<file path="src/rtl/bp_fe_icache_fill_engine_if.sv">
// rtl/bp_fe_icache_fill_engine_if.sv - I-cache service bus between the FE, memory port and cache memory packets
interface bp_fe_icache_fill_engine_if #(
    parameter int paddr_width_p        = 40,
    parameter int ptag_width_p         = 28,
    parameter int icache_sets_p        = 64,
    parameter int icache_assoc_p       = 8,
    parameter int icache_block_width_p = 512
);
    localparam int index_width_lp = $clog2(icache_sets_p);
    localparam int way_width_lp   = $clog2(icache_assoc_p);

    logic [paddr_width_p+1:0]                                   cache_req_i;
    logic                                                       cache_req_v_i;
    logic                                                       cache_req_ready_o;
    logic [way_width_lp-1:0]                                    cache_req_metadata_i;
    logic                                                       cache_req_metadata_v_i;
    logic                                                       cache_req_complete_o;

    logic [paddr_width_p-1:0]                                   mem_cmd_addr_o;
    logic                                                       mem_cmd_v_o;
    logic                                                       mem_cmd_ready_i;
    logic [icache_block_width_p-1:0]                            mem_resp_data_i;
    logic                                                       mem_resp_v_i;
    logic                                                       mem_resp_yumi_o;

    logic [1+index_width_lp+way_width_lp+icache_block_width_p-1:0] data_mem_pkt_o;
    logic                                                       data_mem_pkt_v_o;
    logic                                                       data_mem_pkt_ready_i;
    logic [index_width_lp+way_width_lp+ptag_width_p-1:0]        tag_mem_pkt_o;
    logic                                                       tag_mem_pkt_v_o;
    logic                                                       tag_mem_pkt_ready_i;
    logic [index_width_lp+way_width_lp-1:0]                     stat_mem_pkt_o;
    logic                                                       stat_mem_pkt_v_o;
    logic                                                       stat_mem_pkt_ready_i;

    // master: the FE / memory / cache-array environment; slave: the fill engine
    modport master (
        output cache_req_i, cache_req_v_i, cache_req_metadata_i, cache_req_metadata_v_i,
        output mem_cmd_ready_i, mem_resp_data_i, mem_resp_v_i,
        output data_mem_pkt_ready_i, tag_mem_pkt_ready_i, stat_mem_pkt_ready_i,
        input  cache_req_ready_o, cache_req_complete_o,
        input  mem_cmd_addr_o, mem_cmd_v_o, mem_resp_yumi_o,
        input  data_mem_pkt_o, data_mem_pkt_v_o, tag_mem_pkt_o, tag_mem_pkt_v_o,
        input  stat_mem_pkt_o, stat_mem_pkt_v_o
    );

    modport slave (
        input  cache_req_i, cache_req_v_i, cache_req_metadata_i, cache_req_metadata_v_i,
        input  mem_cmd_ready_i, mem_resp_data_i, mem_resp_v_i,
        input  data_mem_pkt_ready_i, tag_mem_pkt_ready_i, stat_mem_pkt_ready_i,
        output cache_req_ready_o, cache_req_complete_o,
        output mem_cmd_addr_o, mem_cmd_v_o, mem_resp_yumi_o,
        output data_mem_pkt_o, data_mem_pkt_v_o, tag_mem_pkt_o, tag_mem_pkt_v_o,
        output stat_mem_pkt_o, stat_mem_pkt_v_o
    );
endinterface

</file>
<file path="src/rtl/bp_fe_icache_fill_engine.sv">
// rtl/bp_fe_icache_fill_engine.sv - single-outstanding I-cache miss/uncached fill engine
module bp_fe_icache_fill_engine #(
    parameter int paddr_width_p        = 40,
    parameter int ptag_width_p         = 28,
    parameter int icache_sets_p        = 64,
    parameter int icache_assoc_p       = 8,
    parameter int icache_block_width_p = 512
) (
    input  logic                        clk_i,
    input  logic                        reset_n_i,
    bp_fe_icache_fill_engine_if.slave   io
);
    localparam int index_width_lp    = $clog2(icache_sets_p);
    localparam int way_width_lp      = $clog2(icache_assoc_p);
    localparam int blk_addr_width_lp = paddr_width_p - 6;

    typedef enum logic [2:0] {
        S_IDLE,
        S_REQ,
        S_MEM_CMD,
        S_MEM_RESP,
        S_DATA,
        S_TAG,
        S_STAT,
        S_DONE
    } state_e;

    state_e                            state_r, state_n;
    logic                              ready_r;
    logic                              uncached_r;
    logic [blk_addr_width_lp-1:0]      blk_addr_r;
    logic [way_width_lp-1:0]           way_r;
    logic                              meta_v_r;
    logic [icache_block_width_p-1:0]   data_r;

    logic                              accept;
    logic                              resp_fire;
    logic                              meta_fire;
    logic [index_width_lp-1:0]         index;
    logic [ptag_width_p-1:0]           tag;
    logic [way_width_lp-1:0]           pkt_way;
    logic                              unused_addr_lsbs;

    // ready_r tracks "state is IDLE" but stays low through reset, so it never
    // advertises readiness while the engine is being cleared
    assign accept    = io.cache_req_v_i & ready_r;
    assign resp_fire = (state_r == S_MEM_RESP) & io.mem_resp_v_i;
    assign meta_fire = ((state_r == S_IDLE) | (state_r == S_REQ)) & io.cache_req_metadata_v_i;

    assign index            = blk_addr_r[index_width_lp-1:0];
    assign tag              = blk_addr_r[blk_addr_width_lp-1 -: ptag_width_p];
    assign pkt_way          = uncached_r ? '0 : way_r;
    assign unused_addr_lsbs = ^io.cache_req_i[5:0];

    always_ff @(posedge clk_i) begin
        if (!reset_n_i) begin
            state_r    <= S_IDLE;
            ready_r    <= 1'b0;
            uncached_r <= 1'b0;
            blk_addr_r <= '0;
            way_r      <= '0;
            meta_v_r   <= 1'b0;
            data_r     <= '0;
        end else begin
            state_r <= state_n;
            ready_r <= (state_n == S_IDLE);
            if (accept) begin
                uncached_r <= io.cache_req_i[paddr_width_p];
                blk_addr_r <= io.cache_req_i[paddr_width_p-1:6];
            end
            if (meta_fire) begin
                way_r    <= io.cache_req_metadata_i;
                meta_v_r <= 1'b1;
            end else if (state_r == S_DONE) begin
                meta_v_r <= 1'b0;
            end
            if (resp_fire) begin
                data_r <= io.mem_resp_data_i;
            end
        end
    end

    always_comb begin
        state_n = state_r;
        case (state_r)
            S_IDLE: begin
                // type[1] set means an illegal request: complete with no traffic
                if (accept) begin
                    state_n = io.cache_req_i[paddr_width_p+1] ? S_DONE : S_REQ;
                end
            end
            S_REQ: begin
                if (uncached_r | meta_v_r | io.cache_req_metadata_v_i) begin
                    state_n = S_MEM_CMD;
                end
            end
            S_MEM_CMD: begin
                if (io.mem_cmd_ready_i) begin
                    state_n = S_MEM_RESP;
                end
            end
            S_MEM_RESP: begin
                if (io.mem_resp_v_i) begin
                    state_n = S_DATA;
                end
            end
            S_DATA: begin
                if (io.data_mem_pkt_ready_i) begin
                    state_n = uncached_r ? S_DONE : S_TAG;
                end
            end
            S_TAG: begin
                if (io.tag_mem_pkt_ready_i) begin
                    state_n = S_STAT;
                end
            end
            S_STAT: begin
                if (io.stat_mem_pkt_ready_i) begin
                    state_n = S_DONE;
                end
            end
            S_DONE: begin
                state_n = S_IDLE;
            end
            default: begin
                state_n = S_IDLE;
            end
        endcase
    end

    assign io.cache_req_ready_o    = ready_r;
    assign io.cache_req_complete_o = (state_r == S_DONE);

    assign io.mem_cmd_addr_o  = {blk_addr_r, 6'b0};
    assign io.mem_cmd_v_o     = (state_r == S_MEM_CMD);
    assign io.mem_resp_yumi_o = resp_fire;

    assign io.data_mem_pkt_o   = {uncached_r, index, pkt_way, data_r};
    assign io.data_mem_pkt_v_o = (state_r == S_DATA);
    assign io.tag_mem_pkt_o    = {index, way_r, tag};
    assign io.tag_mem_pkt_v_o  = (state_r == S_TAG);
    assign io.stat_mem_pkt_o   = {index, way_r};
    assign io.stat_mem_pkt_v_o = (state_r == S_STAT);
endmodule

</file>
<file path="src/flat_wrapper.sv">
// flat-port wrapper written by rule: the top's interface ports become plain ports
module bp_fe_icache_fill_engine_flat 
#(
    parameter int paddr_width_p        = 40,
    parameter int ptag_width_p         = 28,
    parameter int icache_sets_p        = 64,
    parameter int icache_assoc_p       = 8,
    parameter int icache_block_width_p = 512
)
  (clk_i, reset_n_i, io_cache_req_i, io_cache_req_v_i, io_cache_req_metadata_i, io_cache_req_metadata_v_i, io_mem_cmd_ready_i, io_mem_resp_data_i, io_mem_resp_v_i, io_data_mem_pkt_ready_i, io_tag_mem_pkt_ready_i, io_stat_mem_pkt_ready_i, io_cache_req_ready_o, io_cache_req_complete_o, io_mem_cmd_addr_o, io_mem_cmd_v_o, io_mem_resp_yumi_o, io_data_mem_pkt_o, io_data_mem_pkt_v_o, io_tag_mem_pkt_o, io_tag_mem_pkt_v_o, io_stat_mem_pkt_o, io_stat_mem_pkt_v_o);
  bp_fe_icache_fill_engine_if #(.paddr_width_p(paddr_width_p), .ptag_width_p(ptag_width_p), .icache_sets_p(icache_sets_p), .icache_assoc_p(icache_assoc_p), .icache_block_width_p(icache_block_width_p)) io_i ();
  input  logic clk_i;
  input  logic reset_n_i;
  input wire logic [$bits(io_i.cache_req_i)-1:0] io_cache_req_i;
  input wire logic [$bits(io_i.cache_req_v_i)-1:0] io_cache_req_v_i;
  input wire logic [$bits(io_i.cache_req_metadata_i)-1:0] io_cache_req_metadata_i;
  input wire logic [$bits(io_i.cache_req_metadata_v_i)-1:0] io_cache_req_metadata_v_i;
  input wire logic [$bits(io_i.mem_cmd_ready_i)-1:0] io_mem_cmd_ready_i;
  input wire logic [$bits(io_i.mem_resp_data_i)-1:0] io_mem_resp_data_i;
  input wire logic [$bits(io_i.mem_resp_v_i)-1:0] io_mem_resp_v_i;
  input wire logic [$bits(io_i.data_mem_pkt_ready_i)-1:0] io_data_mem_pkt_ready_i;
  input wire logic [$bits(io_i.tag_mem_pkt_ready_i)-1:0] io_tag_mem_pkt_ready_i;
  input wire logic [$bits(io_i.stat_mem_pkt_ready_i)-1:0] io_stat_mem_pkt_ready_i;
  output wire logic [$bits(io_i.cache_req_ready_o)-1:0] io_cache_req_ready_o;
  output wire logic [$bits(io_i.cache_req_complete_o)-1:0] io_cache_req_complete_o;
  output wire logic [$bits(io_i.mem_cmd_addr_o)-1:0] io_mem_cmd_addr_o;
  output wire logic [$bits(io_i.mem_cmd_v_o)-1:0] io_mem_cmd_v_o;
  output wire logic [$bits(io_i.mem_resp_yumi_o)-1:0] io_mem_resp_yumi_o;
  output wire logic [$bits(io_i.data_mem_pkt_o)-1:0] io_data_mem_pkt_o;
  output wire logic [$bits(io_i.data_mem_pkt_v_o)-1:0] io_data_mem_pkt_v_o;
  output wire logic [$bits(io_i.tag_mem_pkt_o)-1:0] io_tag_mem_pkt_o;
  output wire logic [$bits(io_i.tag_mem_pkt_v_o)-1:0] io_tag_mem_pkt_v_o;
  output wire logic [$bits(io_i.stat_mem_pkt_o)-1:0] io_stat_mem_pkt_o;
  output wire logic [$bits(io_i.stat_mem_pkt_v_o)-1:0] io_stat_mem_pkt_v_o;
  assign io_i.cache_req_i = io_cache_req_i;
  assign io_i.cache_req_v_i = io_cache_req_v_i;
  assign io_i.cache_req_metadata_i = io_cache_req_metadata_i;
  assign io_i.cache_req_metadata_v_i = io_cache_req_metadata_v_i;
  assign io_i.mem_cmd_ready_i = io_mem_cmd_ready_i;
  assign io_i.mem_resp_data_i = io_mem_resp_data_i;
  assign io_i.mem_resp_v_i = io_mem_resp_v_i;
  assign io_i.data_mem_pkt_ready_i = io_data_mem_pkt_ready_i;
  assign io_i.tag_mem_pkt_ready_i = io_tag_mem_pkt_ready_i;
  assign io_i.stat_mem_pkt_ready_i = io_stat_mem_pkt_ready_i;
  assign io_cache_req_ready_o = io_i.cache_req_ready_o;
  assign io_cache_req_complete_o = io_i.cache_req_complete_o;
  assign io_mem_cmd_addr_o = io_i.mem_cmd_addr_o;
  assign io_mem_cmd_v_o = io_i.mem_cmd_v_o;
  assign io_mem_resp_yumi_o = io_i.mem_resp_yumi_o;
  assign io_data_mem_pkt_o = io_i.data_mem_pkt_o;
  assign io_data_mem_pkt_v_o = io_i.data_mem_pkt_v_o;
  assign io_tag_mem_pkt_o = io_i.tag_mem_pkt_o;
  assign io_tag_mem_pkt_v_o = io_i.tag_mem_pkt_v_o;
  assign io_stat_mem_pkt_o = io_i.stat_mem_pkt_o;
  assign io_stat_mem_pkt_v_o = io_i.stat_mem_pkt_v_o;
  bp_fe_icache_fill_engine #(.paddr_width_p(paddr_width_p), .ptag_width_p(ptag_width_p), .icache_sets_p(icache_sets_p), .icache_assoc_p(icache_assoc_p), .icache_block_width_p(icache_block_width_p)) u_core (.clk_i(clk_i), .reset_n_i(reset_n_i), .io(io_i));
endmodule
</file>
<file path="config.mk">
export PLATFORM = sky130hd
export DESIGN_NAME = bp_fe_icache_fill_engine_flat
export DESIGN_NICKNAME = d
export VERILOG_FILES = /design/src/rtl/bp_fe_icache_fill_engine_if.sv /design/src/rtl/bp_fe_icache_fill_engine.sv /design/src/flat_wrapper.sv
export SDC_FILE = /design/constraint.sdc
export NUM_CORES = 1
export LEC_CHECK = 0
export BUFFER_PORTS_ARGS = -buffer_cell sky130_fd_sc_hd__buf_2
export CAP_MARGIN = 20
export CORE_AREA = 4 4 457 459
export DETAILED_ROUTE_END_ITERATION = 16
export DIE_AREA = 0 0 461 463
export REMOVE_ABC_BUFFERS = 1
export SLEW_MARGIN = 20
export SYNTH_ARGS = -nofsm -noshare
export SYNTH_HDL_FRONTEND = slang
export SYNTH_SLANG_ARGS = --single-unit
</file>
<file path="constraint.sdc">
create_clock -name clk_i -period 1.8 [get_ports clk_i]
set_input_delay 0.27 -clock clk_i [delete_from_list [all_inputs] [get_ports clk_i]]
set_output_delay 0.27 -clock clk_i [all_outputs]
set_load 0.01 [all_outputs]
</file>
Yosys cells after proc, flatten, opt, wreduce, memory -nomap -nowiden
Cells that the tools add are included.
- bits in registers: 555
- input port bits: 566
- output and inout port bits: 615
- logic and storage cells: 36
- equality and inequality tests: 7
- mux-type cells: 13
- bitwise logic cells: 6
- reductions and logical operators: 3
- operators with widths (operator ; count):
    two-way mux 3 bit ; 9
    one-hot mux 3 bit (8 select lines) ; 1
    equality test 3 bit (second input constant) ; 4
    equality test 3 x 2 -> 1 bit (second input constant) ; 2
    logical NOT 3 bit ; 2
    AND 1 bit ; 3
    equality test 3 x 1 -> 1 bit (second input constant) ; 1
    bitwise OR 1 bit ; 3
    two-way mux 1 bit ; 2
    two-way mux 2 bit ; 1
    nonzero test 2 bit ; 1

Depth between registers and ports, before layout
- word-level depth: 5
- mapped depth: 8
- depth with buffers taken out: 6

Worst setup path before layout
OpenSTA, ideal clock, no wires.
- path type: reg2reg
- start point: register u_core.state_r[0]
- end point: register u_core.state_r[1]
- setup time: 0.115 ns
- arrival time: 1.196 ns
- data required time: 1.685 ns
- path slack: 0.489 ns
- stages on the path, launching flop included: 6
- path buffers: 1
- clock period less this slack: 1.311 ns
- cells stage by stage: dfxtp_1 clkbuf_1 nor3_1 a21boi_0 a21oi_1 and2_1
- word-level cells in the longest chain between the ends: 2
- elaborated cells on any way between the ends: 9
- those cells by class: eq/ne (7); mux (1); reduce/logical (1)
- RTL lines (element ; line ; RTL):
    from (decl) ; bp_fe_icache_fill_engine.sv:28 ; state_e state_r, state_n;
    from (signal assigned) ; bp_fe_icache_fill_engine.sv:65 ; state_r <= state_n;
    equality test 3 bit (tied with other cells) ; bp_fe_icache_fill_engine.sv:85 ; case (state_r)
    one-hot mux 3 bit (8 select lines) (*) ; bp_fe_icache_fill_engine.sv:85 ;
Mark *: on every way between the ends. The rest lies on a longest branch, timed or not.
A chain may end at the register's enable or synchronous reset.

Worst setup path after layout
- start point: register u_core.state_r[0]
- end point: output io_mem_resp_yumi_o
- word-level cells in the longest chain between the ends: 2
- RTL lines (element ; line ; RTL):
    equality test 3 x 2 -> 1 bit ; bp_fe_icache_fill_engine.sv:47 ; assign resp_fire = (state_r == S_MEM_RESP) & io.mem_resp_v_i;
    AND 1 bit ; bp_fe_icache_fill_engine.sv:47 ;
    to (decl) ; flat_wrapper.sv:28 ; output wire logic [$bits(io_i.mem_resp_yumi_o)-1:0] io_mem_resp_yumi_o;
No other way between the ends.

==> flow_summary_export.csv <==
group,metric,value,unit
outcome,outcome,"finished with violations",
outcome,violations,"setup timing",
critical_path,critPathLaunchType,"flip-flop",
finish,seq_area,11100,µm²
floorplan,dieWidth,461,µm
logic_synthesis,yosys_warnings,0,
finish,final_util,0.190,
placed_design,dp.cells,6175,
logic_synthesis,netlist_instances,2487,
global_route,grt_overflow,0,
routing,wl,172,mm
routing,drc_errors,0,
global_route,grt_max_degree,102,
finish,drive_gt1_frac,0.333,
finish,multi_input_area,8600,µm²
critical_path,crit_required,1.53,ns
placed_design,portBuffers,1168,
flow_run,maxCapViolCount,0,
logic_synthesis,synthTopCellsByArea,"dfxtp_1 (53%), nand2_1 (20%), a21boi_1 (17%)",
clock_tree,cts_root_buf,"clkbuf_16",
routing,antenna_left,0,
critical_path,crit_type,"reg -> out",
placed_design,hpwl,142,mm
worst_hold_path,timing.hold.worst_path_depth,5,
global_route,track_usage,0.149,
clock_tree,numCtsBuffers,73,
global_route,grt_pass1_vias,23870,
logic_synthesis,syn_area_per_cell,8.50,µm²
logic_synthesis,synth_seq_cells,555,
clock_tree,clk_pin_slew,0.06,ns
critical_path,endpoint_kind,"primary output",
worst_hold_path,holdPathEnd,"u_core.state_r[1]$_SDFF_PN0_",
power_and_ir_drop,cellLeakagePower,16.3,nW
logic_synthesis,yosysTopAreaCellShare,0.526,
floorplan,die_y,463,µm
clock_tree,clkLatencyLatePin,0.69,ns
worst_hold_path,min_from,"io_mem_resp_v_i",
timing,fmax,537,MHz
timing,drv_slew,0,
logic_synthesis,syn-cell-area,21100,µm²
critical_path,worstReg2RegEnd,"u_core.data_r[165]$_SDFFE_PN0P_",
critical_path,r2r.worst_path.cells,8,
routing,drtIter0Drc,1467,
timing,worstMarginPinSlew,0.822,ns
floorplan,initial_core_util,0.103,
logic_synthesis,synthArstFlopShare,0,
critical_path,critical_path.max_fanout,3,
routing,vias_per_cell,3.57,
finish,nets,4718,
timing,hold_violations,0,
routing,vias,25002,
logic_synthesis,ys.flop_type,"dfxtp_1",
routing,drt-wirelength-per-cell,24.5,µm
clock_tree,cts.sinks,555,
logic_synthesis,synth_area_leader_cell,"dfxtp_1",
global_route,grt_pass1_wl,216,mm
power_and_ir_drop,ir_drop,0.000734,V
clock_tree,cts_tree,"yes",
timing,setup_slack,-0.0623,ns
power_and_ir_drop,total_power,0.0350,W
logic_synthesis,synth-edff-count,0,
clock_tree,clockBufferDepth,3,
timing,max_slew_margin,0.452,
timing,fin_crit_sh,1.03,
finish,area_growth,83.6,%
floorplan,dieArea,213000,µm²
placed_design,gp_congestion,0.925,
timing,setup_viol,6,
floorplan,coreArea,204000,µm²
power_and_ir_drop,pwr_density_cell,903,nW/µm²
critical_path,timing.rr.start,"u_core.state_r[1]$_SDFF_PN0_",
timing,period_needed,1.86,ns
floorplan,rows,166,
logic_synthesis,seq_area_frac_synth,0.526,
timing,fin_worst_skew,0.0437,ns
finish,fill_cells,22725,
floorplan,io_pins,1181,
clock_tree,cts_max_level,3,
global_route,antenna_found_initial,242,
critical_path,arrival,1.59,ns
timing,rsz0062_at_grt,"true",
logic_synthesis,synth_cell_type_count,30,
finish,stdcell_count,7004,
timing,fin_setup_tns,-0.249,ns
critical_path,rrSetupSlack,0.07,ns
routing,first_pass_iters,7,
worst_hold_path,min_path_type,"in -> reg",
[power breakdown]
part	total (W)	switching, W	internal [W]
sequential	0.0132	0.000394	0.0128
combinational	0.00653	0.00353	0.00300
clock	0.0153	0.00612	0.00917
total	0.0350	0.0100	0.0250
[synth_stat cells, drive strengths merged (2+ instances only)]
library cell / instances
a21boi: 548
nor3: 3
nor2b: 8
and3: 2
buf: 169
clkbuf: 72
inv: 2
dfxtp: 555
nand3b: 2
a21oi: 3
and2: 4
o21ai: 3
mux2i: 4
nor3b: 5
nand2: 1099
[how the worst max path moves through the flow]
stage | depth (start not counted) | startpoint | endpoint
after CTS | 4 | u_core.state_r[1]$_SDFF_PN0_ | io_data_mem_pkt_v_o
final | 5 | u_core.state_r[0]$_SDFF_PN0_ | io_mem_resp_yumi_o
after floorplan | 5 | io_mem_resp_v_i | u_core.io.cache_req_ready_o$_SDFF_PN0_
after global placement | 7 | u_core.state_r[0]$_SDFF_PN0_ | u_core.data_r[498]$_SDFFE_PN0P_
after global routing | 4 | u_core.state_r[1]$_SDFF_PN0_ | io_tag_mem_pkt_v_o
after detailed placement | 7 | u_core.state_r[0]$_SDFF_PN0_ | u_core.data_r[503]$_SDFFE_PN0P_
[area by class of cell]
| type | count | area share |
|---|---|---|
| timing repair buffer | 1825 | 0.333 |
| sequential | 555 | 0.287 |
| multi-input combinational | 1694 | 0.222 |
| tap | 2688 | 0.0867 |
| clock buffer | 102 | 0.0541 |
| clock inverter | 27 | 0.00932 |
| antenna | 110 | 0.00710 |
| inverter | 2 | 0.000871 |
| timing repair inverter | 1 | 0.000419 |
[logic make-up after synthesis]
family / Yosys count / share of synthesized area
DFF: 555 / 0.526
other: 1 / 0.000177
AOI/OAI and AO/OA: 559 / 0.198
buffers and inverters: 243 / 0.0708
muxes: 4 / 0.00189
and+or+nand+nor: 1125 / 0.203
[stage by stage]
step	setup WS (ns)	area, µm²	hold WS (ns)
6_report	-0.0623	38800	0.122
3_3_place_gp	0.0442	29800	0.439
4_1_cts	-0.205	38100	0.0191
5_1_grt	-0.181	38700	0.0854
2_1_floorplan	-15.10	19700	0.392
3_5_place_dp	0.0486	29800	0.442
[state kept, by name (all words and copies together), names as in the netlist]
| name | count |
|---|---|
| u_core.way_r | 3 |
| u_core.data_r | 512 |
| u_core.uncached_r | 1 |
| u_core.io.cache_req_ready_o | 1 |
| u_core.meta_v_r | 1 |
| u_core.state_r | 3 |
| u_core.blk_addr_r | 34 |
[repair_timing]
action / CTS / global route
endpoints found under the hold margin: 555 / 0
cloned: 2 / 11
hold buffers: 560 / 0
resized for setup: 35 / 30
pin swaps: 2 / 2
setup buffers: 11 / 8
setup endpoints to repair: 34 / 260
[worst max-delay path, stage by stage, from the launching register on]
cell and delay (ns):
dfxtp_2 0.33, nor2b_4 0.17, nand3_4 0.09, buf_12 0.15, clkinv_16 0.06, buf_6 0.09
[routing by layer]
metal,GRT usage,vias up,share of wire
met5,0,-,0.0065
met4,0.0563,186,0.042
met3,0.0818,398,0.13
met2,0.237,1372,0.44
met1,0.168,11601,0.39
li1,-,11445,-
[layout by cell type (no fill, tap or decap), types with 2 or more instances in the layout]
cell	instances
a21boi_0	76
a21boi_1	472
a21oi_1	2
and2_1	4
buf_12	20
buf_16	11
buf_2	1162
buf_4	46
buf_6	13
buf_8	3
bufinv_16	7
clkbuf_1	16
clkbuf_16	86
clkbuf_8	10
clkinv_2	8
clkinv_8	2
clkinvlp_4	3
conb_1	6
dfxtp_1	544
dfxtp_2	9
dfxtp_4	2
diode_2	110
dlygate4sd3_1	560
inv_6	6
mux2i_1	4
nand2_1	1099
nand3b_1	2
nor2b_1	6
nor3_1	2
nor3b_1	2
nor3b_2	2
o21ai_0	2
Power figures use the tool's default switching activity.
